$ cat config.mk
export PLATFORM = sky130hd
export DESIGN_NAME = hazard_branch_ctrl
export DESIGN_NICKNAME = d
export VERILOG_FILES = /design/src/rtl/hazard_branch_ctrl.sv
export SDC_FILE = /design/constraint.sdc
export NUM_CORES = 1
export LEC_CHECK = 0
export CAP_MARGIN = 0
export CORE_UTILIZATION = 44
export CTS_BUF_LIST = sky130_fd_sc_hd__clkbuf_4 sky130_fd_sc_hd__clkbuf_8 sky130_fd_sc_hd__clkbuf_16
export CTS_CLUSTER_SIZE = 30
export DETAILED_ROUTE_END_ITERATION = 6
export MAX_ROUTING_LAYER = met4
export PLACE_DENSITY = 0.86
export SLEW_MARGIN = 25
export SYNTH_ARGS = -nofsm -noshare
export SYNTH_HDL_FRONTEND = slang
export SYNTH_SLANG_ARGS = --single-unit
$ cat constraint.sdc
create_clock -name clk -period 7.5 [get_ports clk]
set_input_delay 1.5 -clock clk [delete_from_list [all_inputs] [get_ports clk]]
set_output_delay 1.5 -clock clk [all_outputs]
set_load 0.02 [all_outputs]
$ cat src/rtl/hazard_branch_ctrl.sv
// ID-stage hazard / branch controller: two-slot destination scoreboard, load-use and
// branch-operand stalls, ID-resolved redirects. Optional counters under HAZARD_PERF_CNT_EN.
module hazard_branch_ctrl (
   input  logic        clk,
   input  logic        reset,
   input  logic [31:0] Instruction_F,
   input  logic [31:0] NPC_F,
   input  logic [31:0] rs_val,
   input  logic [31:0] rt_val,
   input  logic        ext_stall,
   output logic [4:0]  rs_addr,
   output logic [4:0]  rt_addr,
   output logic        disable_PC,
   output logic        disable_IR,
   output logic        KILL,
   output logic [1:0]  PCsrc,
   output logic [31:0] PC_offset,
   output logic [31:0] PC_regRs
`ifdef HAZARD_PERF_CNT_EN
   ,
   output logic [31:0] stall_cnt,
   output logic [31:0] flush_cnt
`endif
);

   localparam logic [5:0] OP_RTYPE = 6'd0;
   localparam logic [5:0] OP_ADDI  = 6'd1;
   localparam logic [5:0] OP_LW    = 6'd2;
   localparam logic [5:0] OP_SW    = 6'd3;
   localparam logic [5:0] OP_BEQ   = 6'd4;
   localparam logic [5:0] OP_BNE   = 6'd5;
   localparam logic [5:0] OP_J     = 6'd6;
   localparam logic [5:0] OP_JR    = 6'd7;

   logic        id_valid_reg;
   logic        ex_valid_reg, ex_load_reg, mem_valid_reg, mem_load_reg;
   logic [4:0]  ex_rd_reg, mem_rd_reg;

   logic [31:0] id_instr;
   logic [5:0]  opcode;
   logic [4:0]  fld_rd, fld_rs, fld_rt, read_b;
   logic        reads_a, reads_b, writes, is_load, is_branch;
   logic        hazard, taken;
   logic [1:0]  taken_src;

   // Until the first unfrozen edge the IF/ID contents are undefined, so decode a NOP.
   assign id_instr = id_valid_reg ? Instruction_F : 32'd0;
   assign opcode   = id_instr[31:26];
   assign fld_rd   = id_instr[25:21];
   assign fld_rs   = id_instr[20:16];
   assign fld_rt   = id_instr[15:11];

   assign rs_addr  = Instruction_F[20:16];
   assign PC_regRs = rs_val;

   always_comb begin
      case (Instruction_F[31:26])
         OP_RTYPE:               rt_addr = Instruction_F[15:11];
         OP_SW, OP_BEQ, OP_BNE:  rt_addr = Instruction_F[25:21];
         default:                rt_addr = 5'd0;
      endcase
   end

   always_comb begin
      reads_a   = 1'b0;
      reads_b   = 1'b0;
      read_b    = 5'd0;
      writes    = 1'b0;
      is_load   = 1'b0;
      is_branch = 1'b0;
      case (opcode)
         OP_RTYPE: begin reads_a = 1'b1; reads_b = 1'b1; read_b = fld_rt; writes = 1'b1; end
         OP_ADDI:  begin reads_a = 1'b1; writes = 1'b1; end
         OP_LW:    begin reads_a = 1'b1; writes = 1'b1; is_load = 1'b1; end
         OP_SW:    begin reads_a = 1'b1; reads_b = 1'b1; read_b = fld_rd; end
         OP_BEQ, OP_BNE: begin
            reads_a = 1'b1; reads_b = 1'b1; read_b = fld_rd; is_branch = 1'b1;
         end
         OP_JR:    begin reads_a = 1'b1; is_branch = 1'b1; end
         default:  ;
      endcase
   end

   function automatic logic slot_match(input logic v, input logic [4:0] rd, input logic [4:0] r);
      return v && (rd == r) && (r != 5'd0);
   endfunction

   logic a_ex, b_ex, a_mem, b_mem;
   assign a_ex  = reads_a && slot_match(ex_valid_reg, ex_rd_reg, fld_rs);
   assign b_ex  = reads_b && slot_match(ex_valid_reg, ex_rd_reg, read_b);
   assign a_mem = reads_a && slot_match(mem_valid_reg, mem_rd_reg, fld_rs);
   assign b_mem = reads_b && slot_match(mem_valid_reg, mem_rd_reg, read_b);

   // Branches compare in ID, so they need the operand one stage earlier than ALU users.
   assign hazard = is_branch ? ((a_ex || b_ex) || ((a_mem || b_mem) && mem_load_reg))
                             : ((a_ex || b_ex) && ex_load_reg);

   always_comb begin
      taken     = 1'b0;
      taken_src = 2'b01;
      case (opcode)
         OP_J:    taken = 1'b1;
         OP_BEQ:  taken = (rs_val == rt_val);
         OP_BNE:  taken = (rs_val != rt_val);
         OP_JR:   begin taken = 1'b1; taken_src = 2'b10; end
         default: ;
      endcase
   end

   assign PC_offset = (opcode == OP_J) ? NPC_F + {{6{id_instr[25]}}, id_instr[25:0]}
                                       : NPC_F + {{16{id_instr[15]}}, id_instr[15:0]};

   always_comb begin
      disable_PC = 1'b0;
      disable_IR = 1'b0;
      KILL       = 1'b0;
      PCsrc      = 2'b00;
      if (reset) begin
         disable_PC = 1'b0;
      end else if (ext_stall || hazard) begin
         disable_PC = 1'b1;
         disable_IR = 1'b1;
      end else if (taken) begin
         KILL  = 1'b1;
         PCsrc = taken_src;
      end
   end

   always_ff @(posedge clk or posedge reset) begin
      if (reset) begin
         id_valid_reg  <= 1'b0;
         ex_valid_reg  <= 1'b0;
         ex_load_reg   <= 1'b0;
         ex_rd_reg     <= 5'd0;
         mem_valid_reg <= 1'b0;
         mem_load_reg  <= 1'b0;
         mem_rd_reg    <= 5'd0;
      end else if (!ext_stall) begin
         id_valid_reg  <= 1'b1;
         mem_valid_reg <= ex_valid_reg;
         mem_load_reg  <= ex_load_reg;
         mem_rd_reg    <= ex_rd_reg;
         if (hazard) begin
            ex_valid_reg <= 1'b0;
            ex_load_reg  <= 1'b0;
            ex_rd_reg    <= 5'd0;
         end else begin
            ex_valid_reg <= writes && (fld_rd != 5'd0);
            ex_load_reg  <= is_load;
            ex_rd_reg    <= fld_rd;
         end
      end
   end

`ifdef HAZARD_PERF_CNT_EN
   always_ff @(posedge clk or posedge reset) begin
      if (reset) begin
         stall_cnt <= 32'd0;
         flush_cnt <= 32'd0;
      end else begin
         if (!ext_stall && hazard) stall_cnt <= stall_cnt + 32'd1;
         if (KILL)                 flush_cnt <= flush_cnt + 32'd1;
      end
   end
`endif

endmodule

# After elaboration in Yosys (flattened, before gate mapping)

Cells that the tools add are included.

Mux-type cells: 23
Equal/unequal tests: 16
$add $sub $neg: 2
Reductions and logical operators: 31

Operators with widths:

| cell                                                                   | number |
|---|---|
| 32-bit adder                                                           | 2 |
| 32-bit two-way mux                                                     | 2 |
| 6-bit by 3-bit equality test with 1-bit output (second input constant) | 6 |
| 32-bit equality test                                                   | 1 |
| 32-bit inequality test                                                 | 1 |
| 5-bit equality test                                                    | 4 |
| 5-bit case mux with 2 select lines                                     | 2 |
| 6-bit by 2-bit equality test with 1-bit output (second input constant) | 3 |
| 1-bit logical AND                                                      | 15 |
| 5-bit nonzero test                                                     | 3 |
| 1-bit two-way mux                                                      | 13 |
| 6-bit zero test                                                        | 2 |
| 3-bit OR reduction                                                     | 4 |
| 2-bit two-way mux                                                      | 4 |
| 7-bit OR reduction                                                     | 1 |
| 6-bit by 1-bit equality test with 1-bit output (second input constant) | 1 |
| 5-bit two-way mux                                                      | 1 |
| 1-bit logical OR                                                       | 4 |
| 4-bit OR reduction                                                     | 1 |
| 1-bit case mux with 3 select lines                                     | 1 |
| 2-bit OR reduction                                                     | 1 |

Logic and storage cells: 79
Output and inout port bits: 79
Register bits after elaboration: 15
Bits of input ports: 131

# Logic depth before layout (Yosys ltp)

Depth in word-level cells: 15
Gate-level depth with buffers: 16

# Least setup slack after synthesis

No wires, ideal clock.

Path kind: input to output
From: input port Instruction_F[28]
To: output port PC_offset[29]
Cell stages on the path: 14
Path slack: 1278 ps
Required time: 6000 ps
Buffers on the path: 1
Arrival: 4722 ps
Cells stage by stage: buf_6 > and2_1 > and2_1 > a21boi_1 > a31o_2 > ha_1 > a21oi_1 > o21ai_0 > a221oi_1 > o21ai_0 > a211oi_1 > nor2_1 > a311o_1 > xor2_1

Word-level cells in the longest chain between the ends: 3

RTL lines:

| element                                        | line | source |
|---|---|---|
| start: declaration                             | 6    | `input logic [31:0] Instruction_F,` |
| 32-bit two-way mux                             | 47   | `assign id_instr = id_valid_reg ? Instruction_F : 32'd0;` |
| 6-bit by 3-bit equality test with 1-bit output | 110  | `assign PC_offset = (opcode == OP_J) ? NPC_F + {{6{id_instr[25]}}, id_instr[25:0]}` |
| 32-bit two-way mux                             | 110  |  |
| end: declaration                               | 17   | `output logic [31:0] PC_offset,` |

No other way between the ends.

# Worst setup path in the final report

From: input port Instruction_F[29]
To: output port PC_offset[29]

The elaborated chain is that of the path after synthesis.

==> results by group <==
Timing
  • Tcrit/Tclk final: 96.3%
  • Clk_skew: 1.03 ps
  • Relative slew slack: 54.9%
  • Unrepaired setup endpoints after global routing: false
  • Final setup TNS: 0 ps
  • Hold Vio Cnt, Final: 0
  • Least-Margin Pin Slew: 674 ps
  • Final min period: 7220 ps
  • Slew Viols, Final: 0
  • Setup Viol. Count Final: 0
  • Fmax: 138 MHz

Placement
  • Global placer's final weighted congestion: 0.977
  • IO Port Bufs: 209
  • Placed wire-length estimate: 12,100 µm
  • Placed cells: 803
  • Cell Area, Placed: 0.00586 mm²

Logic synthesis
  • Mapped Nets: 695
  • Mapped Avg Cell Area: 7.39 µm²
  • Post-synthesis async set-or-reset flop share: 100%
  • Sequential area share after synthesis: 9.55%
  • Synth Flop Type: dfrtp_1
  • Netlist cell types: 71
  • Syn. warnings: 0
  • Syn Inst Count: 532
  • Synthesized flop and latch total: 15
  • Post-Syn Area: 0.00393 mm²
  • Post-synth EDFFs: 0

Setup path
  • Critical Path RT: 6000 ps
  • Startpoint Class: primary input
  • Reg2Reg Depth: 9
  • Worst-path cell chain: clkdlybuf4s50_1 > nor3_1 > buf_4 > and2_1 > a21boi_2 > a31o_2 > ha_1 > a21oi_1 > o21ai_0 > a221oi_1 > o21ai_0 > a211oi_1 > nor2_1 > a311o_1 > xor2_1 > clkdlybuf4s50_1
  • CP max-delay cell: clkdlybuf4s50_1
  • CP Class: in2out
  • CP delay by family, top: compound AO/OA/AOI/OAI gates
  • Kind of end point of the critical path: output pin
  • CP Data Arrival Time: 5720 ps
  • Crit path depth: 16
  • Slowest Stage Delay on Critical Path: 620 ps
  • Maximum fanout along the worst path: 10
  • CP Buf/Inv Count: 3

GRT
  • Number of global-route vias before repair: 4,456
  • Total track usage: 31.4%
  • First-pass GRT wire length: 22,100 µm
  • Grt ovf: 0
  • Maximum number of pins on one net before global-route repair: 33
  • Initial antenna violation count: 0

Die
  • CORE AREA: 0.00868 mm²
  • Die ar.: 0.00932 mm²
  • Die H: 96.5 µm
  • Row count: 34
  • Initial Utilization: 45.3%
  • Die Width: 96.5 µm
  • Boundary Pins: 210

Worst hold path
  • Hold-critical path depth: 1
  • HP Class: reg2reg

Cells and area
  • Finished Layout Cells: 807
  • Ant. Diodes: 0
  • Fin area: 0.00591 mm²
  • Area of the multi-input gates: 0.00310 mm²
  • Area Growth Syn to Fin: 50.4%
  • Fill cells: 747
  • Sequential cell area: 375 µm²
  • Nets: 863
  • Fraction of layout cells with a size suffix above 1: 5.87%

Pwr
  • Static Leak: 2.38 nW
  • Peak supply drop: 0.0746 mV
  • P per Cell Area: 109 mW/mm²

Clock tree
  • Maximum root-to-sink buffer count: 2
  • Clock sink count: 15
  • CTS root buf: clkbuf_8
  • CTS Hold Bufs: 0
  • Clk pin slew, worst setup/hold paths: 50 ps
  • CTS tree: done
  • Clk_lat worst skew: 240 ps
  • Inserted Clock Buffers: 3
  • H-tree Lvls: 1

Routing
  • Total wire length: 14,400 µm
  • Drt pass-1 iters: 7
  • Vias per cell: 5.76
  • Post-DR wirelength/cell: 17.9 µm
  • Via count: 4,648
  • Initial DRC Count: 278
  • # DRC: 0
  • Post-DRT Antenna Nets: 0

Run
  • Max_cap viols: 0

Status
  • Status: finished clean
[through the flow]
stage                     worst slack (ps)  total power [mW]  utilization [%]  hold slack, ps
after floorplan                       1280             0.366                -             479
after global routing                  41.7             0.685             68.1             537
after CTS                              194             0.641             68.1             508
final                                  279             0.643             68.1             505
after global placement                 266             0.564             67.5             488
after detailed placement               191             0.571             67.5             496
[logic make-up (layout without fill, tap and decap cells)]
family | after synthesis | after routing | synth area share [%]
multiplexers | 8 | 8 | 2.26
flip-flops | 15 | 15 | 9.55
AO/OA/AOI/OAI | 148 | 148 | 26.4
adder cells (fa/ha/maj) | 32 | 32 | 10.4
XOR/XNOR | 66 | 66 | 14.7
buffers and inverters | 78 | 245 | 11.7
AND/OR/NAND/NOR | 185 | 185 | 25.0
[power breakdown]
group | switching, mW | internal [mW] | leakage [nW]
clock network | 0.0247 | 0.0411 | 0.0262
registers | 0.0119 | 0.0874 | 0.186
logic | 0.235 | 0.243 | 2.16
[layout by cell type (no fill, tap or decap), types with 5 or more instances in the layout]
master | synthesis | routed
nand4_1 | 11 | 11
a31oi_1 | 5 | 5
nor2b_1 | 5 | 5
o21ai_0 | 22 | 22
a211oi_1 | 9 | 9
o31ai_1 | 5 | 5
a21oi_1 | 37 | 37
a31o_2 | 8 | 8
ha_1 | 31 | 31
xor2_1 | 14 | 14
xnor2_1 | 52 | 52
a21o_1 | 14 | 14
and3_1 | 10 | 10
nand2_1 | 41 | 41
dfrtp_1 | 15 | 15
o21a_1 | 5 | 5
buf_4 | 38 | 11
nor3_1 | 10 | 10
and2_1 | 19 | 19
nor2_1 | 43 | 43
clkdlybuf4s50_1 | 0 | 209
nand3_1 | 14 | 14
mux2_2 | 7 | 7
a32o_1 | 6 | 6
inv_1 | 20 | 20
[metal layers]
metal  up-vias  routed length [µm]  global-route usage (%)  part of all wire [%]
met2       229                6740                    52.2                    47
met4         0                 425                    9.80                   2.9
li1       2244                   -                       -                     -
met5         -                   0                       -                     0
met1      2141                5950                    39.2                    41
met3        34                1300                    4.54                   9.0
[final cells by class]
| cell class | count | area share, % |
|---|---|---|
| Timing Repair Buffer | 220 | 36.8 |
| Clock buffer | 4 | 0.825 |
| Tap cell | 108 | 2.29 |
| Sequential cell | 15 | 6.35 |
| Inverter | 21 | 1.33 |
| Multi-Input combinational cell | 439 | 52.4 |
[cells in the mapped netlist (all sizes together), types with 4 or more instances]
master | count | share of area [%]
or3 | 4 | 0.64
inv | 21 | 2.0
a32o | 6 | 1.5
o31ai | 5 | 0.95
nand4 | 11 | 1.8
a41o | 4 | 1.0
o311ai | 4 | 0.89
o21a | 5 | 0.95
a21o | 14 | 2.7
nor3b | 4 | 0.76
nor2b | 5 | 0.80
xnor2 | 52 | 12
nor4 | 6 | 1.5
dfrtp | 15 | 9.5
o211ai | 4 | 0.76
ha | 31 | 9.9
and2 | 20 | 3.2
mux2 | 7 | 2.0
clkbuf | 14 | 1.3
a31o | 8 | 1.8
a21oi | 37 | 4.7
o21ai | 25 | 3.3
buf | 43 | 8.4
nand3 | 14 | 1.8
nor3 | 10 | 1.3
nand2 | 41 | 3.9
nor2 | 44 | 4.3
a211oi | 9 | 1.7
and3 | 10 | 1.6
a31oi | 5 | 0.80
xor2 | 14 | 3.1
[final timing paths]
kind | startpoint | slack, ps | end
setup / recovery | Instruction_F[29] | 280 | PC_offset[29]
hold / removal | mem_valid_reg$_DFFE_PP0N_ | 510 | mem_valid_reg$_DFFE_PP0N_
setup reg to reg | id_valid_reg$_DFFE_PP0N_ | 4210 | ex_rd_reg[2]$_DFFE_PP0N_
hold reg to reg | mem_valid_reg$_DFFE_PP0N_ | 510 | mem_valid_reg$_DFFE_PP0N_
max in group asynchronous | reset | 5480 | ex_rd_reg[0]$_DFFE_PP0N_
min in group asynchronous | reset | 1670 | mem_valid_reg$_DFFE_PP0N_
[timing repair]
| item | in CTS | in global routing |
|---|---|---|
| buffers inserted | 0 | 0 |
| endpoints found under the setup margin | 0 | 1 |
| resized for setup | 0 | 1 |
(Power assumes the default switching activity.)
